**config.mk**
```make
export PLATFORM = sky130hd
export DESIGN_NAME = sound_mixer_nch_flat
export DESIGN_NICKNAME = d
export VERILOG_FILES = /design/src/rtl/sound_mixer_nch_pkg.sv /design/src/rtl/sound_mixer_nch_if.sv /design/src/rtl/sound_mixer_nch_mac.sv /design/src/rtl/sound_mixer_nch.sv /design/src/flat_wrapper.sv
export SDC_FILE = /design/constraint.sdc
export NUM_CORES = 1
export LEC_CHECK = 0
export BUFFER_PORTS_ARGS = -buffer_cell sky130_fd_sc_hd__clkbuf_2
export CORE_MARGIN = 10
export CORE_UTILIZATION = 58
export DETAILED_ROUTE_END_ITERATION = 10
export MAX_ROUTING_LAYER = met4
export PLACE_DENSITY = 0.86
export RECOVER_POWER = 50
export SYNTH_ARGS = -nofsm -noshare
export SYNTH_HDL_FRONTEND = slang
export SYNTH_HIERARCHICAL = 1
export SYNTH_SLANG_ARGS = --single-unit
```
**constraint.sdc**
```tcl
create_clock -name clk -period 14.1 [get_ports clk]
set_input_delay 3.525 -clock clk [delete_from_list [all_inputs] [get_ports clk]]
set_output_delay 3.525 -clock clk [all_outputs]
set_load 0.01 [all_outputs]
```
**src/rtl/sound_mixer_nch_pkg.sv**
```systemverilog
`default_nettype none
// ============================================================================
// Module   : sound_pkg
// Purpose  : Shared register map, FSM state encoding and volume constants for
//            the N-channel stereo mixer.
// Revision : 1.0 - initial release
// ============================================================================
package sound_pkg;

  localparam logic [7:0] MIX_RST      = 8'h00;
  localparam logic [7:0] MIX_VOL_BASE = 8'h40;
  localparam logic [7:0] MIX_STATUS   = 8'h80;
  localparam logic [7:0] MIX_INFO     = 8'h81;

  localparam int VOL_UNITY = 16;

  typedef enum logic [1:0] {
    ST_IDLE = 2'd0,
    ST_ACC  = 2'd1,
    ST_OUT  = 2'd2
  } mix_state_e;

  // Unity gain for an arbitrary volume width: vol / 2^(vw-1) == 1.
  function automatic int vol_unity(input int vw);
    return 1 << (vw - 1);
  endfunction

endpackage
`default_nettype wire

```
**src/rtl/sound_mixer_nch_if.sv**
```systemverilog
`default_nettype none
// ============================================================================
// Module   : sound_mixer_nch_if
// Purpose  : Mixer register port, driven by the SB mixer index/data decode.
// Revision : 1.0 - initial release
// ============================================================================
interface sound_mixer_nch_if;

  logic [7:0] reg_idx;
  logic       reg_wr;
  logic [7:0] reg_wdata;
  logic [7:0] reg_rdata;

  modport master (
    output reg_idx,
    output reg_wr,
    output reg_wdata,
    input  reg_rdata
  );

  modport slave (
    input  reg_idx,
    input  reg_wr,
    input  reg_wdata,
    output reg_rdata
  );

endinterface
`default_nettype wire

```
**src/rtl/sound_mixer_nch_mac.sv**
```systemverilog
`default_nettype none
// ============================================================================
// Module   : sound_mix_mac
// Purpose  : Signed sample x unsigned volume multiply-accumulate, clear/enable.
// Revision : 1.0 - initial release
// ============================================================================
module sound_mix_mac #(
  parameter int IW = 16,
  parameter int VW = 5,
  parameter int AW = 24
) (
  input  logic                 clk,
  input  logic                 rst_n,
  input  logic                 clr,
  input  logic                 en,
  input  logic signed [IW-1:0] smp,
  input  logic        [VW-1:0] vol,
  output logic signed [AW-1:0] acc
);

  logic signed [IW+VW:0] w_prod;
  logic signed [AW-1:0]  r_acc;

  // Zero-extended volume keeps the product signed x unsigned.
  assign w_prod = smp * $signed({1'b0, vol});
  assign acc    = r_acc;

  always_ff @(posedge clk) begin
    if (!rst_n || clr) begin
      r_acc <= '0;
    end else if (en) begin
      r_acc <= r_acc + AW'(w_prod);
    end
  end

endmodule
`default_nettype wire

```
**src/rtl/sound_mixer_nch.sv**
```systemverilog
`default_nettype none
// ============================================================================
// Module   : sound_mixer_nch
// Purpose  : N-channel stereo mixer: time-multiplexed MAC, per-channel ramped
//            L/R volume, saturating output with sticky clip/overrun status.
// Revision : 1.0 - initial release
// ============================================================================
module sound_mixer_nch
  import sound_pkg::*;
#(
  parameter int NCH = 4,
  parameter int IW  = 16,
  parameter int OW  = 16,
  parameter int VW  = 5
) (
  input  logic              clk,
  input  logic              rst_n,
  input  logic              ce_sample,
  input  logic [NCH*IW-1:0] in_l,
  input  logic [NCH*IW-1:0] in_r,
  sound_mixer_nch_if.slave  bus,
  output logic [OW-1:0]     sample_l,
  output logic [OW-1:0]     sample_r,
  output logic              sample_vld,
  output logic              busy
);

  localparam int AW = IW + VW + $clog2(NCH) + 1;
  localparam int CW = (NCH > 1) ? $clog2(NCH) : 1;

  localparam logic [VW-1:0]        VOL_INIT = VW'(vol_unity(VW));
  localparam logic signed [AW-1:0] SAT_MAX  = $signed({{(AW-OW+1){1'b0}}, {(OW-1){1'b1}}});
  localparam logic signed [AW-1:0] SAT_MIN  = ~SAT_MAX;

  mix_state_e             r_state;
  logic [CW-1:0]          r_chan;
  logic signed [IW-1:0]   r_snap_l [NCH];
  logic signed [IW-1:0]   r_snap_r [NCH];
  logic [VW-1:0]          r_tgt_l  [NCH];
  logic [VW-1:0]          r_tgt_r  [NCH];
  logic [VW-1:0]          r_cur_l  [NCH];
  logic [VW-1:0]          r_cur_r  [NCH];
  logic                   r_clip_l;
  logic                   r_clip_r;
  logic                   r_overrun;
  logic [7:0]             r_rdata;

  logic signed [IW-1:0]   w_op_l;
  logic signed [IW-1:0]   w_op_r;
  logic [VW-1:0]          w_vol_l;
  logic [VW-1:0]          w_vol_r;
  logic signed [AW-1:0]   w_acc_l;
  logic signed [AW-1:0]   w_acc_r;
  logic signed [AW-1:0]   w_shift_l;
  logic signed [AW-1:0]   w_shift_r;
  logic [OW-1:0]          w_sat_l;
  logic [OW-1:0]          w_sat_r;
  logic                   w_clip_l;
  logic                   w_clip_r;
  logic                   w_start;
  logic                   w_acc_en;
  logic [2:0]             w_st_clr;
  logic [7:0]             w_rdata;
  logic                   w_unused;

  assign w_start  = (r_state == ST_IDLE) && ce_sample;
  assign w_acc_en = (r_state == ST_ACC);
  assign w_st_clr = (bus.reg_wr && bus.reg_idx == MIX_STATUS) ? bus.reg_wdata[2:0] : 3'b000;
  assign w_unused = ^bus.reg_wdata;
  assign bus.reg_rdata = r_rdata;

  always_comb begin
    w_op_l  = '0;
    w_op_r  = '0;
    w_vol_l = '0;
    w_vol_r = '0;
    for (int c = 0; c < NCH; c++) begin
      if (r_chan == CW'(c)) begin
        w_op_l  = r_snap_l[c];
        w_op_r  = r_snap_r[c];
        w_vol_l = r_cur_l[c];
        w_vol_r = r_cur_r[c];
      end
    end
  end

  sound_mix_mac #(.IW(IW), .VW(VW), .AW(AW)) u_mac_l (
    .clk   (clk),
    .rst_n (rst_n),
    .clr   (w_start),
    .en    (w_acc_en),
    .smp   (w_op_l),
    .vol   (w_vol_l),
    .acc   (w_acc_l)
  );

  sound_mix_mac #(.IW(IW), .VW(VW), .AW(AW)) u_mac_r (
    .clk   (clk),
    .rst_n (rst_n),
    .clr   (w_start),
    .en    (w_acc_en),
    .smp   (w_op_r),
    .vol   (w_vol_r),
    .acc   (w_acc_r)
  );

  // Arithmetic shift removes the unity-gain scale, then clamp to OW bits.
  always_comb begin
    w_shift_l = w_acc_l >>> (VW - 1);
    w_shift_r = w_acc_r >>> (VW - 1);
    w_clip_l  = (w_shift_l > SAT_MAX) || (w_shift_l < SAT_MIN);
    w_clip_r  = (w_shift_r > SAT_MAX) || (w_shift_r < SAT_MIN);
    if (w_shift_l > SAT_MAX)      w_sat_l = SAT_MAX[OW-1:0];
    else if (w_shift_l < SAT_MIN) w_sat_l = SAT_MIN[OW-1:0];
    else                          w_sat_l = w_shift_l[OW-1:0];
    if (w_shift_r > SAT_MAX)      w_sat_r = SAT_MAX[OW-1:0];
    else if (w_shift_r < SAT_MIN) w_sat_r = SAT_MIN[OW-1:0];
    else                          w_sat_r = w_shift_r[OW-1:0];
  end

  always_comb begin
    w_rdata = 8'h00;
    if (bus.reg_idx == MIX_STATUS) begin
      w_rdata = {5'b0, r_overrun, r_clip_r, r_clip_l};
    end else if (bus.reg_idx == MIX_INFO) begin
      w_rdata = {4'b0, 4'(NCH - 1)};
    end
    for (int c = 0; c < NCH; c++) begin
      if (bus.reg_idx == 8'(MIX_VOL_BASE + 2*c))     w_rdata = 8'(r_tgt_l[c]);
      if (bus.reg_idx == 8'(MIX_VOL_BASE + 2*c + 1)) w_rdata = 8'(r_tgt_r[c]);
    end
  end

  always_ff @(posedge clk) begin
    if (!rst_n) begin
      r_state    <= ST_IDLE;
      r_chan     <= '0;
      sample_l   <= '0;
      sample_r   <= '0;
      sample_vld <= 1'b0;
      busy       <= 1'b0;
      r_rdata    <= 8'h00;
      r_clip_l   <= 1'b0;
      r_clip_r   <= 1'b0;
      r_overrun  <= 1'b0;
      for (int c = 0; c < NCH; c++) begin
        r_snap_l[c] <= '0;
        r_snap_r[c] <= '0;
        r_tgt_l[c]  <= VOL_INIT;
        r_tgt_r[c]  <= VOL_INIT;
        r_cur_l[c]  <= VOL_INIT;
        r_cur_r[c]  <= VOL_INIT;
      end
    end else begin
      sample_vld <= 1'b0;
      r_rdata    <= w_rdata;

      // Sticky status: a set in the same clock as a clear wins.
      r_clip_l  <= (r_clip_l  & ~w_st_clr[0]) | ((r_state == ST_OUT) && w_clip_l);
      r_clip_r  <= (r_clip_r  & ~w_st_clr[1]) | ((r_state == ST_OUT) && w_clip_r);
      r_overrun <= (r_overrun & ~w_st_clr[2]) | (ce_sample && (r_state != ST_IDLE));

      if (bus.reg_wr) begin
        for (int c = 0; c < NCH; c++) begin
          if (bus.reg_idx == MIX_RST) begin
            r_tgt_l[c] <= VOL_INIT;
            r_tgt_r[c] <= VOL_INIT;
          end
          if (bus.reg_idx == 8'(MIX_VOL_BASE + 2*c))     r_tgt_l[c] <= bus.reg_wdata[VW-1:0];
          if (bus.reg_idx == 8'(MIX_VOL_BASE + 2*c + 1)) r_tgt_r[c] <= bus.reg_wdata[VW-1:0];
        end
      end

      case (r_state)
        ST_IDLE: begin
          if (ce_sample) begin
            for (int c = 0; c < NCH; c++) begin
              r_snap_l[c] <= in_l[c*IW +: IW];
              r_snap_r[c] <= in_r[c*IW +: IW];
            end
            r_chan  <= '0;
            busy    <= 1'b1;
            r_state <= ST_ACC;
          end
        end
        ST_ACC: begin
          if (r_chan == CW'(NCH - 1)) r_state <= ST_OUT;
          else                        r_chan  <= r_chan + 1'b1;
        end
        ST_OUT: begin
          sample_l   <= w_sat_l;
          sample_r   <= w_sat_r;
          sample_vld <= 1'b1;
          busy       <= 1'b0;
          r_state    <= ST_IDLE;
          // Gains creep one step per frame so volume changes never click.
          for (int c = 0; c < NCH; c++) begin
            if (r_cur_l[c] < r_tgt_l[c])      r_cur_l[c] <= r_cur_l[c] + 1'b1;
            else if (r_cur_l[c] > r_tgt_l[c]) r_cur_l[c] <= r_cur_l[c] - 1'b1;
            if (r_cur_r[c] < r_tgt_r[c])      r_cur_r[c] <= r_cur_r[c] + 1'b1;
            else if (r_cur_r[c] > r_tgt_r[c]) r_cur_r[c] <= r_cur_r[c] - 1'b1;
          end
        end
        default: r_state <= ST_IDLE;
      endcase
    end
  end

endmodule
`default_nettype wire
```
**src/flat_wrapper.sv**
```systemverilog
// flat-port wrapper written by rule: the top's interface ports become plain ports
module sound_mixer_nch_flat import sound_pkg::*;
#(
  parameter int NCH = 4,
  parameter int IW  = 16,
  parameter int OW  = 16,
  parameter int VW  = 5
)
  (clk, rst_n, ce_sample, in_l, in_r, sample_l, sample_r, sample_vld, busy, bus_reg_idx, bus_reg_wr, bus_reg_wdata, bus_reg_rdata);
  sound_mixer_nch_if bus_i ();
  input  logic clk;
  input  logic rst_n;
  input  logic ce_sample;
  input  logic [NCH*IW-1:0] in_l;
  input  logic [NCH*IW-1:0] in_r;
  output logic [OW-1:0] sample_l;
  output logic [OW-1:0] sample_r;
  output logic sample_vld;
  output logic busy;
  input wire logic [$bits(bus_i.reg_idx)-1:0] bus_reg_idx;
  input wire logic [$bits(bus_i.reg_wr)-1:0] bus_reg_wr;
  input wire logic [$bits(bus_i.reg_wdata)-1:0] bus_reg_wdata;
  output wire logic [$bits(bus_i.reg_rdata)-1:0] bus_reg_rdata;
  assign bus_i.reg_idx = bus_reg_idx;
  assign bus_i.reg_wr = bus_reg_wr;
  assign bus_i.reg_wdata = bus_reg_wdata;
  assign bus_reg_rdata = bus_i.reg_rdata;
  sound_mixer_nch #(.NCH(NCH), .IW(IW), .OW(OW), .VW(VW)) u_core (.clk(clk), .rst_n(rst_n), .ce_sample(ce_sample), .in_l(in_l), .in_r(in_r), .bus(bus_i), .sample_l(sample_l), .sample_r(sample_r), .sample_vld(sample_vld), .busy(busy));
endmodule
```
### Yosys cells after proc, flatten, opt, wreduce, memory -nomap -nowiden

Memory sizes are Yosys's and may differ from the RTL's.
Cells that the tools add are included.

| storage, ports and cells | value |
|---|---|
| input port bits | 148 |
| flip-flop bits (word level) | 97 |
| output and inout port bits | 42 |
| logic and storage cells | 340 |
| memory bits (read-only) | 0 |
| RAM bits | 208 |
| bits in latches | 0 |
| memories | 6 |

Memory list:

| name | depth | width | read ports | clocked after Yosys merged registers in | write ports | line | source |
|---|---|---|---|---|---|---|---|
| u_core.r_snap_l | 4 | 16 | 4 | 0 | 4 | sound_mixer_nch.sv:37 | `logic signed [IW-1:0] r_snap_l [NCH];` |
| u_core.r_snap_r | 4 | 16 | 4 | 0 | 4 | sound_mixer_nch.sv:38 | `logic signed [IW-1:0] r_snap_r [NCH];` |
| u_core.r_cur_l | 4 | 5 | 4 | 0 | 4 | sound_mixer_nch.sv:41 | `logic [VW-1:0] r_cur_l [NCH];` |
| u_core.r_cur_r | 4 | 5 | 4 | 0 | 4 | sound_mixer_nch.sv:42 | `logic [VW-1:0] r_cur_r [NCH];` |
| u_core.r_tgt_l | 4 | 5 | 4 | 0 | 4 | sound_mixer_nch.sv:39 | `logic [VW-1:0] r_tgt_l [NCH];` |
| u_core.r_tgt_r | 4 | 5 | 4 | 0 | 4 | sound_mixer_nch.sv:40 | `logic [VW-1:0] r_tgt_r [NCH];` |

| cells by class | value |
|---|---|
| equal/unequal tests | 18 |
| add/subtract/negate cells | 19 |
| shift operators | 0 |
| mux-type cells | 193 |
| multipliers | 2 |
| div/mod/pow operators | 0 |
| reduce and logical (&&, ||, !) cells | 19 |
| bitwise operators | 50 |
| magnitude comparators | 20 |

Operators by type and width:

| kind | number |
|---|---|
| 16-bit two-way mux | 20 |
| 5-bit two-way mux | 48 |
| 1-bit two-way mux | 115 |
| 8-bit by 7-bit equality test with 1-bit output (second input constant) | 8 |
| 24-bit by 22-bit adder with 24-bit output | 2 |
| 16-bit by 6-bit multiplier with 22-bit output | 2 |
| 1-bit bitwise OR | 43 |
| 5-bit by 1-bit adder with 5-bit output (second input constant) | 8 |
| 20-bit by 16-bit greater-than comparator with 1-bit output (second input constant) | 2 |
| 5-bit greater-than comparator | 8 |
| 20-bit by 16-bit less-than comparator with 1-bit output (second input constant) | 2 |
| 5-bit less-than comparator | 8 |
| 5-bit by 1-bit subtractor with 5-bit output (second input constant) | 8 |
| 8-bit equality test (second input constant) | 2 |
| 2-bit two-way mux | 5 |
| 10-bit OR reduction | 1 |
| 8-bit zero test | 1 |
| 2-bit case mux with 2 select lines | 2 |
| 2-bit equality test (second input constant) | 3 |
| 3-bit two-way mux | 2 |
| 2-bit nonzero test | 3 |
| 1-bit logical AND | 5 |
| 2-bit by 1-bit equality test with 1-bit output (second input constant) | 2 |
| 2-bit zero test | 2 |
| 10 further kinds | 19 |

### Depth between registers and ports, before layout

Gate-level depths: netlist of run 1.

| logic depth | value |
|---|---|
| word-level depth | 11 |
| depth in mapped cells | 28 |

### By module

Netlist of run 1, hierarchy kept.

By module, submodules not included:

| module | instances | area an instance (um^2) | cells an instance |
|---|---|---|---|
| sound_mixer_nch | 1 | 13481.7 | 1329 |
| sound_mix_mac (u_core.u_mac_l) | 1 | 4688.2 | 548 |
| sound_mix_mac (u_core.u_mac_r) | 1 | 4663.2 | 542 |

### Least setup slack after synthesis of run 1

No wires, ideal clock.

| path | value |
|---|---|
| path kind | input to register |
| start | input port rst_n |
| end | memory u_core.r_snap_l[0][0] (enable) |
| arrival time | 6.078 ns |
| setup slack | 6.904 ns |
| stages | 3 |
| required time | 12.982 ns |
| cell sequence | buf_2 clkbuf_1 nand2_1 |

RTL lines:

| item | line | source |
|---|---|---|
| from (decl) | flat_wrapper.sv:12 | `input logic rst_n;` |
| to (decl) | sound_mixer_nch.sv:37 |  |

==> qor.csv, run 1 <==
metric,value,unit
port buffer count,183,
Seq cells post-synth,302,
Post-CTS Repair Setup Buffers,0,
R2R Path Start,u_core/r_chan[1]$_SDFFE_PN0P_,
final hold violation count,0,
gr usage total,24.2,%
failing checks,"max-capacitance violations, max-slew violations",
First DRT Iteration DRCs,1400,
achievable frequency,0.110,GHz
# IOs,190,
Starting Density,58.8,%
GP Congestion,0.969,
Period minus WS final,9.06,ns
Worst Path Required,14.51,ns
crit path from,rst_n,
synth top area cells,"edfxtp_1 (27%), fa_1 (13%), ha_1 (9.0%)",
Yosys Warn Count,6,
drt pass-1 iters,7,
leakage,11.2,nW
R2R Path End,u_core/u_mac_r/acc[20]$_SDFFE_PP0P_,
Worst path depth,7,
vias per cell,5.75,
CP Class,input port to flop,
cell count after synthesis,2419,
Top Family by Delay on Critical Path,buffers and inverters,
outcome,"complete, but fails checks",
hold_buf cts,0,
Total Nets Final,3007,
Core Rows,72,
H-tree depth,2,
DR WL/cell,18.3,microns
post-synthesis average cell area,9.44,sq um
Netlist cell types,80,
DR vias,17800,
WP data arrival,9.47,ns
clk slew on worst S/H paths,0.06,ns
setup TNS,0,ns
ys async rst share,0,%
Slew headroom,-162,%
DRC,0,
"Cell Area, Synth",0.0228,sq mm
final setup vio count,0,
cell taking the most area after synthesis,edfxtp_1,
Root Buffer,clkbuf_16,
HPWL Detailed,42600,microns
TritonCTS sink count,302,
Max-cap violations,5,
"most used cell, CP",clkbuf_1,
crit share post-route,64.3,%
Crit. End Element,flop,
vias in the first global route,18000,
VDD IR max,0.102,mV
crit-path cells,clkbuf_2 > clkbuf_1 > clkinv_1 > clkbuf_1 > nor2_4 > clkbuf_1 > and2_1,
diode count,0,
maximum clock insertion buffer count,3,
Reg2Reg Setup Slack,7.06,ns
top-area cell type share of the netlist area,27.4,%
Antenna Nets Post-Route,0,
pin count of the biggest net entering global routing,129,
die area,0.0477,sq mm
Worst Max-Slew Pin Slew,3.92,ns
Reg2Reg Depth,22,
drt total wl,56500,microns
crit path launch type,input port,
Die X,218,microns
dpl cell area,0.0241,sq mm
sequential cell area fraction in the yosys report,35.6,%
RSZ-0062 raised after global routing,false,
main flop type after synthesis,edfxtp_1,
CTS tree,built,
"commonest non-fill, non-tap cell in the layout",inv_1,
CP endpoint,u_core/r_snap_l[1][13]$_SDFFCE_PN0P_,
clk_lat worst skew,0.57,ns
first-pass GRT wire length,91400,microns
Worst path slowest cell,clkbuf_1,
area grow syn2layout,10.2,%
fin. max-slew vios,304,
Resized cells post-CTS,0,
CTS Buf Count,35,
fillers,3068,
initial antenna violation count,1,
Hold Path Class,flop to flop,
"EDFF count, synth",208,
most frequent cells in the layout,"inv_1 (306), and2_1 (254), nand2_1 (215)",
crit-path max cell delay,2.71,ns
post-route cell area,0.0252,sq mm
total power,2.85,mW
pwr/cell area,113,mW/mm^2
Congestion Overflow GR,0,
Final Core Density,64.8,%
die height,218,microns
CP max FO,128,
layout cells sized above 1,9.36,%
CORE AREA,0.0388,sq mm
Worst Clk Skew,0.0288,ns
Buffers & Inverters on Critical Path,5,
sequential cells by signal, summed over array words and instances (netlist names), 20 cells and up:
signal and flops:
u_core/r_snap_l 64, u_core/r_snap_r 64, u_core/u_mac_l/acc 24, u_core/u_mac_r/acc 24
u_core/r_cur_l 20, u_core/r_cur_r 20, u_core/r_tgt_l 20, u_core/r_tgt_r 20
Yosys cell counts, drive strengths merged (7+ instances only):
library cell	instances
mux2i	27
nand3b	44
ha	164
nor4	18
clkbuf	93
a211oi	14
dfxtp	94
xnor2	29
nor3	35
nand4	15
nand2	215
a221oi	7
a31oi	14
and2	269
edfxtp	208
buf	21
and3	17
nand2b	31
xor2	22
o21ai	120
fa	146
a21oi	195
a21o	40
or3	19
o31ai	9
inv	307
nor2b	13
nor2	106
o22ai	9
nand3	31
worst min path at each step:
stage	start	end	slack (ns)	cells past startpoint
2_1_floorplan	u_core/u_mac_r/acc[17]$_SDFFE_PP0P_	u_core/u_mac_r/acc[17]$_SDFFE_PP0P_	0.44	2
3_3_place_gp	u_core/sample_r[0]$_SDFFE_PN0P_	u_core/sample_r[0]$_SDFFE_PN0P_	0.44	2
3_5_place_dp	u_core/sample_r[6]$_SDFFE_PN0P_	u_core/sample_r[6]$_SDFFE_PN0P_	0.45	2
5_1_grt	u_core/sample_r[10]$_SDFFE_PN0P_	u_core/sample_r[10]$_SDFFE_PN0P_	0.46	2
6_report	u_core/sample_r[0]$_SDFFE_PN0P_	u_core/sample_r[0]$_SDFFE_PN0P_	0.45	2
4_1_cts	u_core/sample_r[8]$_SDFFE_PN0P_	u_core/sample_r[8]$_SDFFE_PN0P_	0.45	2
layout make-up:
type / instances / area [sq um] / area share, %
inverter: 310 / 1160 / 4.62
multi-input combinational: 1695 / 13100 / 52.1
clock inverter: 16 / 178 / 0.706
sequential: 302 / 8130 / 32.3
clock buffer: 48 / 925 / 3.67
timing repair buffer: 205 / 1020 / 4.05
tap: 518 / 648 / 2.58
power by group:
part / total (mW) / internal, mW / switching [mW] / leakage (nW)
Sequential: 1.04 / 1.01 / 0.0342 / 2.92
Combinational: 0.924 / 0.350 / 0.575 / 7.73
Clock: 0.887 / 0.507 / 0.381 / 0.529
metal layers:
metal	vias up	track usage, %	wire, microns
met5	-	-	0
met4	0	6.99	1590
met2	686	39.2	27100
met3	143	3.87	3880
li1	8432	-	-
met1	8520	31.0	24000
worst register-to-register path: cells and delay by family (launching register included):
| family | cells | cell delay (ns) |
|---|---|---|
| DFF | 1 | 0.35 |
| buffers and inverters | 5 | 0.69 |
| adders and majority gates | 6 | 2.79 |
| AOI/OAI and AO/OA | 7 | 2.01 |
| and+or+nand+nor | 4 | 1.09 |
cells by family (layout without fill, tap and decap cells):
| kind of cell | Yosys count | after routing | synth area share [%] |
|---|---|---|---|
| buffers and inverters | 424 | 579 | 7.12 |
| adders and majority gates | 310 | 310 | 21.8 |
| AOI/OAI and AO/OA | 467 | 467 | 12.3 |
| other | 1 | 3 | 0.0164 |
| muxes | 36 | 36 | 1.87 |
| and+or+nand+nor | 828 | 828 | 19.3 |
| DFF | 302 | 302 | 35.6 |
| xor gates and xnor gates | 51 | 51 | 1.96 |
metrics by stage:
step	setup WS, ns	cells	hold slack (ns)
floorplan	6.90	2421	0.435
global placement	7.33	3030	0.440
detailed placement	7.14	3030	0.446
CTS	7.13	3094	0.453
global route	4.35	3094	0.465
finish	5.04	3094	0.450
Power figures use the tool's default switching activity.
==> run 2, diff against run 1 <==
--- a/config.mk
+++ b/config.mk
@@ -5,12 +5,13 @@
 export SDC_FILE = /design/constraint.sdc
 export NUM_CORES = 1
 export LEC_CHECK = 0
+export ABC_AREA = 1
 export BUFFER_PORTS_ARGS = -buffer_cell sky130_fd_sc_hd__clkbuf_2
 export CORE_MARGIN = 10
 export CORE_UTILIZATION = 58
 export DETAILED_ROUTE_END_ITERATION = 10
 export MAX_ROUTING_LAYER = met4
-export PLACE_DENSITY = 0.86
+export PLACE_DENSITY = 0.85
 export RECOVER_POWER = 50
 export SYNTH_ARGS = -nofsm -noshare
 export SYNTH_HDL_FRONTEND = slang
==> constraint.sdc (replaced) <==
create_clock -name clk -period 8.87 [get_ports clk]
set_input_delay 2.2175 -clock clk [delete_from_list [all_inputs] [get_ports clk]]
set_output_delay 2.2175 -clock clk [all_outputs]
set_load 0.01 [all_outputs]
==> run 2 against run 1 <==
  * Sequential power up 58%
  * Clock-buffer cell count down 2
  * Non-clock buffer count down 5
  * Largest power group is now combinational cells
  * The flow still finishes with violations (max-capacitance violations, max-slew violations)
  * First-iteration DRC count up 20%
  * Sequential share of layout area down 1.6 points
  * Clock skew up 0.0035 ns
  * Design area up 5.2%
  * Combinational power up 92%
  * Worst setup slack worse by 3.6 ns
  * Area after synthesis up 5.4%
  * Register-to-register slack worse by 5.2 ns
  * Global-route usage up 0.79 points
==> qor.csv, run 2 <==
metric,value,unit
Hold Path Stages,2,
Crit. End Element,flop,
Period minus WS final,7.44,ns
Netlist cell types,44,
gr usage total,25.0,%
port buffer count,183,
maximum clock insertion buffer count,3,
failing checks,"max-capacitance violations, max-slew violations",
Die X,224,microns
"most used cell, CP",nor2_1,
most frequent cells in the layout,"inv_1 (807), nand2_1 (770), nor2_1 (344)",
Inst Count DP,3846,
Seq cells post-synth,302,
CP Class,input port to flop,
Total Nets Final,3810,
die height,224,microns
post-synthesis simple-gate area fraction,22.1,%
Post-synth top cells,"inv_1 (805), nand2_1 (770), nor2_1 (342)",
WP data arrival,7.73,ns
Worst Clk Skew,0.0323,ns
# IOs,190,
post-route cell area,0.0265,sq mm
Reg power frac,33.8,%
WL met1,23800,microns
die area,0.0500,sq mm
dpl cell area,0.0254,sq mm
Antenna Nets Post-Route,0,
Worst path depth,15,
Clock power frac,29.7,%
Starting Density,58.8,%
Compound-Gate Fraction of Synth Area,7.38,%
crit path launch type,input port,
Slew headroom,-113,%
sequential cell area fraction in the yosys report,33.8,%
vias per cell,5.17,
largest family of logic cells by synthesized area,simple AND/OR/NAND/NOR gates,
crit-path cells,clkbuf_2 > clkbuf_1 > clkinv_1 > clkbuf_1 > nor2_1 > nand2_1 > nor2_1 > inv_2 > fa_1 > nor2_1 > o21ai_0 > nand2_1 > xor2_1 > xnor2_1 > or2_1,
HPWL Detailed,47000,microns
Root Buffer,clkbuf_16,
cell count after synthesis,3203,
final hold violation count,0,
drt pass-1 iters,6,
Comb power frac,36.5,%
vias in the first global route,20500,
TritonCTS sink count,302,
CTS tree,built,
met2 WL,29200,microns
CTS Buf Count,36,
final cell count without fillers,3912,
initial antenna violation count,1,
"Cell Area, Synth",0.0241,sq mm
"EDFF count, synth",208,
H-tree depth,2,
Post-Synth XOR/XNOR Area,1.56,%
First DRT Iteration DRCs,1675,
biggest regs,"u_core/r_snap_l (64), u_core/r_snap_r (64)",
first-pass GRT wire length,99400,microns
synth top area cells,"edfxtp_1 (26%), inv_1 (13%), fa_1 (12%)",
clk_lat worst skew,0.57,ns
hold_buf cts,0,
Hold Path Class,flop to flop,
Yosys Warn Count,6,
DR WL/cell,15.5,microns
setup TNS,0,ns
CORE AREA,0.0409,sq mm
Reg2Reg Depth,27,
fillers,3419,
Worst Path Required,9.16,ns
crit share post-route,83.9,%
Post-CTS Repair Setup Buffers,0,
Max-cap violations,5,
clk slew on worst S/H paths,0.06,ns
Top Layer Used,met4,
CP max FO,41,
DR vias,20200,
Worst path slowest cell,nor2_1,
drt total wl,60700,microns
"commonest non-fill, non-tap cell in the layout",inv_1,
cell taking the most area after synthesis,edfxtp_1,
area grow syn2layout,10.0,%
Buffers & Inverters on Critical Path,5,
layout cells sized above 1,8.61,%
mux contribution to synthesized area,0,%
top-count cell post-synth,inv_1,
Resized cells post-CTS,0,
pwr/cell area,183,mW/mm^2
ys async rst share,0,%
Congestion Overflow GR,0,
Top Family by Delay on Critical Path,simple AND/OR/NAND/NOR gates,
Pint,3.02,mW
main flop type after synthesis,edfxtp_1,
Core Rows,74,
metal3 WL,4960,microns
RSZ-0062 raised after global routing,false,
switch share,37.8,%
pin count of the biggest net entering global routing,81,
DRC,0,
final setup vio count,0,
outcome,"complete, but fails checks",
VDD IR max,0.168,mV
leakage,14.7,nW
switching pwr,1.83,mW
post-synthesis average cell area,7.51,sq um
Worst Max-Slew Pin Slew,3.20,ns
Post-Synth Adder-Cell Area,20.7,%
crit-path max cell delay,1.78,ns
GP Congestion,0.965,
fin. max-slew vios,243,
top-area cell type share of the netlist area,26.0,%
achievable frequency,0.134,GHz
==> run 2: changes by cell type in the layout (fill, tap and decap cells not counted), moves of 19 or more <==
cell	change
nor2_1	+239
nor3_1	-20
nand3b_1	-44
and2_1	-253
nand2_1	+555
nand3_1	+62
inv_1	+501
xnor2_1	-23
o21ai_0	-27
nand2b_1	-31
mux2i_1	-27
or3_1	-19
a21o_1	-38
==> run 2: stage by stage <==
| stage | total power, mW | utilization (%) | setup WS, ns | hold WS, ns |
|---|---|---|---|---|
| 3_5_place_dp | 3.43 | 62.2 | 1.89 | 0.455 |
| 5_1_grt | 5.21 | 64.7 | 1.08 | 0.486 |
| 2_1_floorplan | 2.99 | - | 2.96 | 0.445 |
| 6_report | 4.86 | 64.7 | 1.43 | 0.462 |
| 4_1_cts | 4.88 | 64.9 | 1.91 | 0.464 |
| 3_3_place_gp | 3.37 | 62.2 | 1.99 | 0.452 |
==> run 2: cell type report <==
class	count	area (sq um)	share of cell area, %
repair buffers	200	981	3.71
clock buffers	46	980	3.70
well taps	532	666	2.51
inverters	825	3100	11.7
flip-flops and latches	302	8130	30.7
diodes	1	2.50	0.00945
multi-input cells	1987	12500	47.1
clock inverters	19	161	0.610
==> run 2: worst reg2reg max path, cell delays in order (launching register included) <==
cell and delay (ns):
dfxtp_1 0.38, inv_1 0.08, ha_1 0.18, buf_4 0.29
nor2_2 0.63, buf_4 0.46, nand2_1 0.09, nand3_1 0.10
o211ai_1 0.10, o21ai_1 0.72, nand2_1 0.20, fa_1 0.66
fa_1 0.58, inv_1 0.06, fa_1 0.53, inv_1 0.06
fa_1 0.50, inv_1 0.05, ha_1 0.37, nand2_1 0.12
nor2_1 0.15, inv_1 0.07, nor3_1 0.13, nand2_1 0.10
nand3_1 0.08, nand3_1 0.12, nand2_1 0.10, inv_1 0.04
==> run 2: cells by family after synthesis <==
logic type	Yosys count
simple gates	1300
xor+xnor	43
compound gates	331
fa+ha+maj	310
buf+inv	916
flops	302
other cells	1
==> run 2: layer usage <==
layer  vias to the layer above  GRT usage (%)
li1                       9951              -
met1                      9320           28.5
met2                       792           42.0
met3                       150           5.05
met4                         0           11.1
met5                         -              -
==> run 2: power by group through the flow <==
stage               Clock [mW]  Combinational (mW)  Sequential, mW
floorplan                    0                1.34            1.65
global placement             0                1.70            1.66
detailed placement           0                1.76            1.67
CTS                       1.47                1.77            1.64
global route              1.52                2.04            1.65
finish                    1.44                1.77            1.64
==> run 2: worst paths after layout <==
kind                                                      start                                  end  slack (ns)
worst min-delay path            u_core/sample_r[0]$_SDFFE_PN0P_      u_core/sample_r[0]$_SDFFE_PN0P_        0.46
worst max register to register    u_core/r_chan[1]$_SDFFE_PN0P_  u_core/u_mac_l/acc[18]$_SDFFE_PP0P_        1.88
worst max-delay path                                      rst_n   u_core/r_cur_r[1][4]$_SDFFCE_PN1P_        1.43
worst min register to register  u_core/sample_r[0]$_SDFFE_PN0P_      u_core/sample_r[0]$_SDFFE_PN0P_        0.46
==> run 3, diff against run 2 <==
--- a/config.mk
+++ b/config.mk
@@ -8,10 +8,10 @@
 export ABC_AREA = 1
 export BUFFER_PORTS_ARGS = -buffer_cell sky130_fd_sc_hd__clkbuf_2
 export CORE_MARGIN = 10
-export CORE_UTILIZATION = 58
+export CORE_UTILIZATION = 56
 export DETAILED_ROUTE_END_ITERATION = 10
 export MAX_ROUTING_LAYER = met4
-export PLACE_DENSITY = 0.85
+export PLACE_DENSITY = 0.86
 export RECOVER_POWER = 50
 export SYNTH_ARGS = -nofsm -noshare
 export SYNTH_HDL_FRONTEND = slang
==> constraint.sdc (replaced) <==
create_clock -name clk -period 6.7 [get_ports clk]
set_input_delay 1.675 -clock clk [delete_from_list [all_inputs] [get_ports clk]]
set_output_delay 1.675 -clock clk [all_outputs]
set_load 0.01 [all_outputs]
==> run 3 against run 2 <==
  * The run still ends with max-capacitance violations, max-slew violations left
  * Sequential cell count is the same
  * Sequential power grew 32%
  * Design area rose by 0.44%
  * Clock power is 37% higher
  * Critical path depth is 12 higher
==> qor.csv, run 3 (synthesis gave the netlist of run 2 again) <==
metric,value,unit
clk slew on worst S/H paths,0.06,ns
layout cells sized above 1,8.87,%
pin count of the biggest net entering global routing,70,
Crit. End Element,flop,
RSZ-0062 raised after global routing,false,
crit path launch type,flop,
Hold Path Stages,2,
Reg2Reg Setup Slack,0.52,ns
clk_lat worst skew,0.58,ns
HPWL Detailed,47900,microns
Post-CTS Repair Setup Buffers,0,
TritonCTS sink count,302,
Max-cap violations,5,
Setup WS pre-CTS,0.681,ns
post-route cell area,0.0266,sq mm
DRC,0,
dpl cell area,0.0255,sq mm
CORE AREA,0.0422,sq mm
Slew headroom,-61.2,%
Resized cells post-CTS,0,
GP Congestion,0.965,
fin. max-slew vios,243,
hold_buf cts,0,
H-tree depth,2,
WP data arrival,6.65,ns
pwr/cell area,245,mW/mm^2
Hold Path Class,flop to flop,
Worst Path Required,7.17,ns
CP max FO,23,
Final WS setup,0.522,ns
drt total wl,61700,microns
biggest regs,"u_core/r_snap_l (64), u_core/r_snap_r (64)",
final hold violation count,0,
Root Buffer,clkbuf_16,
die area,0.0517,sq mm
first-pass GRT wire length,101000,microns
DR vias,20400,
leakage,14.8,nW
Starting Density,57.0,%
crit share post-route,92.2,%
CTS Buf Count,34,
Congestion Overflow GR,0,
DR WL/cell,15.7,microns
Reg2Reg Depth,27,
Worst Clk Skew,0.0258,ns
CP Class,flop to flop,
outcome,"complete, but fails checks",
achievable frequency,0.162,GHz
area grow syn2layout,10.5,%
vias per cell,5.20,
gr usage total,25.2,%
port buffer count,183,
VDD IR max,0.199,mV
drt pass-1 iters,8,
Antenna Nets Post-Route,0,
First DRT Iteration DRCs,1757,
CTS tree,built,
Core Rows,75,
setup TNS,0,ns
Worst Max-Slew Pin Slew,2.41,ns
vias in the first global route,20300,
Die X,227,microns
maximum clock insertion buffer count,3,
failing checks,"max-capacitance violations, max-slew violations",
Total Nets Final,3815,
total power,6.51,mW
initial antenna violation count,1,
die height,227,microns
most frequent cells in the layout,"inv_1 (808), nand2_1 (770), nor2_1 (343)",
"commonest non-fill, non-tap cell in the layout",inv_1,
Period minus WS final,6.18,ns
fillers,3583,
final setup vio count,0,
# IOs,190,
[run 3: layer usage]
metal / share of wire (%) / up-vias / global-route usage [%]
met2: 48 / 858 / 42.0
li1: - / 9958 / -
met3: 7.5 / 146 / 3.20
met5: 0 / - / -
met4: 4.5 / 0 / 12.1
met1: 40 / 9432 / 29.8
[run 3: through the flow]
step,hold slack (ns),utilization [%],std cells
after floorplan,0.445,-,3205
after global placement,0.451,60.4,3860
after detailed placement,0.456,60.4,3860
after CTS,0.465,63.2,3922
after global routing,0.484,63.0,3923
final,0.465,63.0,3923
[run 3: area by class of cell]
type                       instances  area (sq um)  area share [%]
multi-input combinational       1987         12500            47.0
sequential                       302          8130            30.6
inverter                         825          3100            11.6
timing repair buffer             207          1030            3.88
clock buffer                      42           921            3.46
tap                              539           674            2.54
clock inverter                    20           251           0.946
antenna                            1          2.50         0.00941
[run 3: where the power goes]
group	leakage, nW	internal [mW]	total [mW]	switching (mW)
clock	0.577	1.15	1.97	0.818
combinational	11.3	0.815	2.37	1.56
sequential	2.92	2.11	2.17	0.0595
[run 3: worst max-delay path, cell delays in order, from the launching register on]
cell and delay [ns]:
dfxtp_1 0.38, inv_1 0.08, ha_2 0.20, nor2_4 0.51, buf_4 0.40, nand2_1 0.08, nand2_1 0.08, nand2_1 0.18
a21oi_1 0.42, nand2_1 0.17, fa_1 0.59, inv_1 0.05, fa_1 0.47, fa_1 0.56, inv_1 0.06, fa_1 0.50
inv_1 0.04, ha_1 0.37, nand2_1 0.15, inv_1 0.08, a21oi_1 0.19, nand2_1 0.10, inv_1 0.06, nand2_1 0.06
nand2_1 0.06, nand2_1 0.04, o21ai_1 0.13, inv_1 0.05
[run 3: final timing paths]
kind | from | to
worst max-delay path | u_core/r_chan[1]$_SDFFE_PN0P_ | u_core/u_mac_r/acc[14]$_SDFFE_PP0P_
worst min-delay path | u_core/u_mac_l/acc[1]$_SDFFE_PP0P_ | u_core/u_mac_l/acc[1]$_SDFFE_PP0P_
worst max register to register | u_core/r_chan[1]$_SDFFE_PN0P_ | u_core/u_mac_r/acc[14]$_SDFFE_PP0P_
worst min register to register | u_core/u_mac_l/acc[1]$_SDFFE_PP0P_ | u_core/u_mac_l/acc[1]$_SDFFE_PP0P_
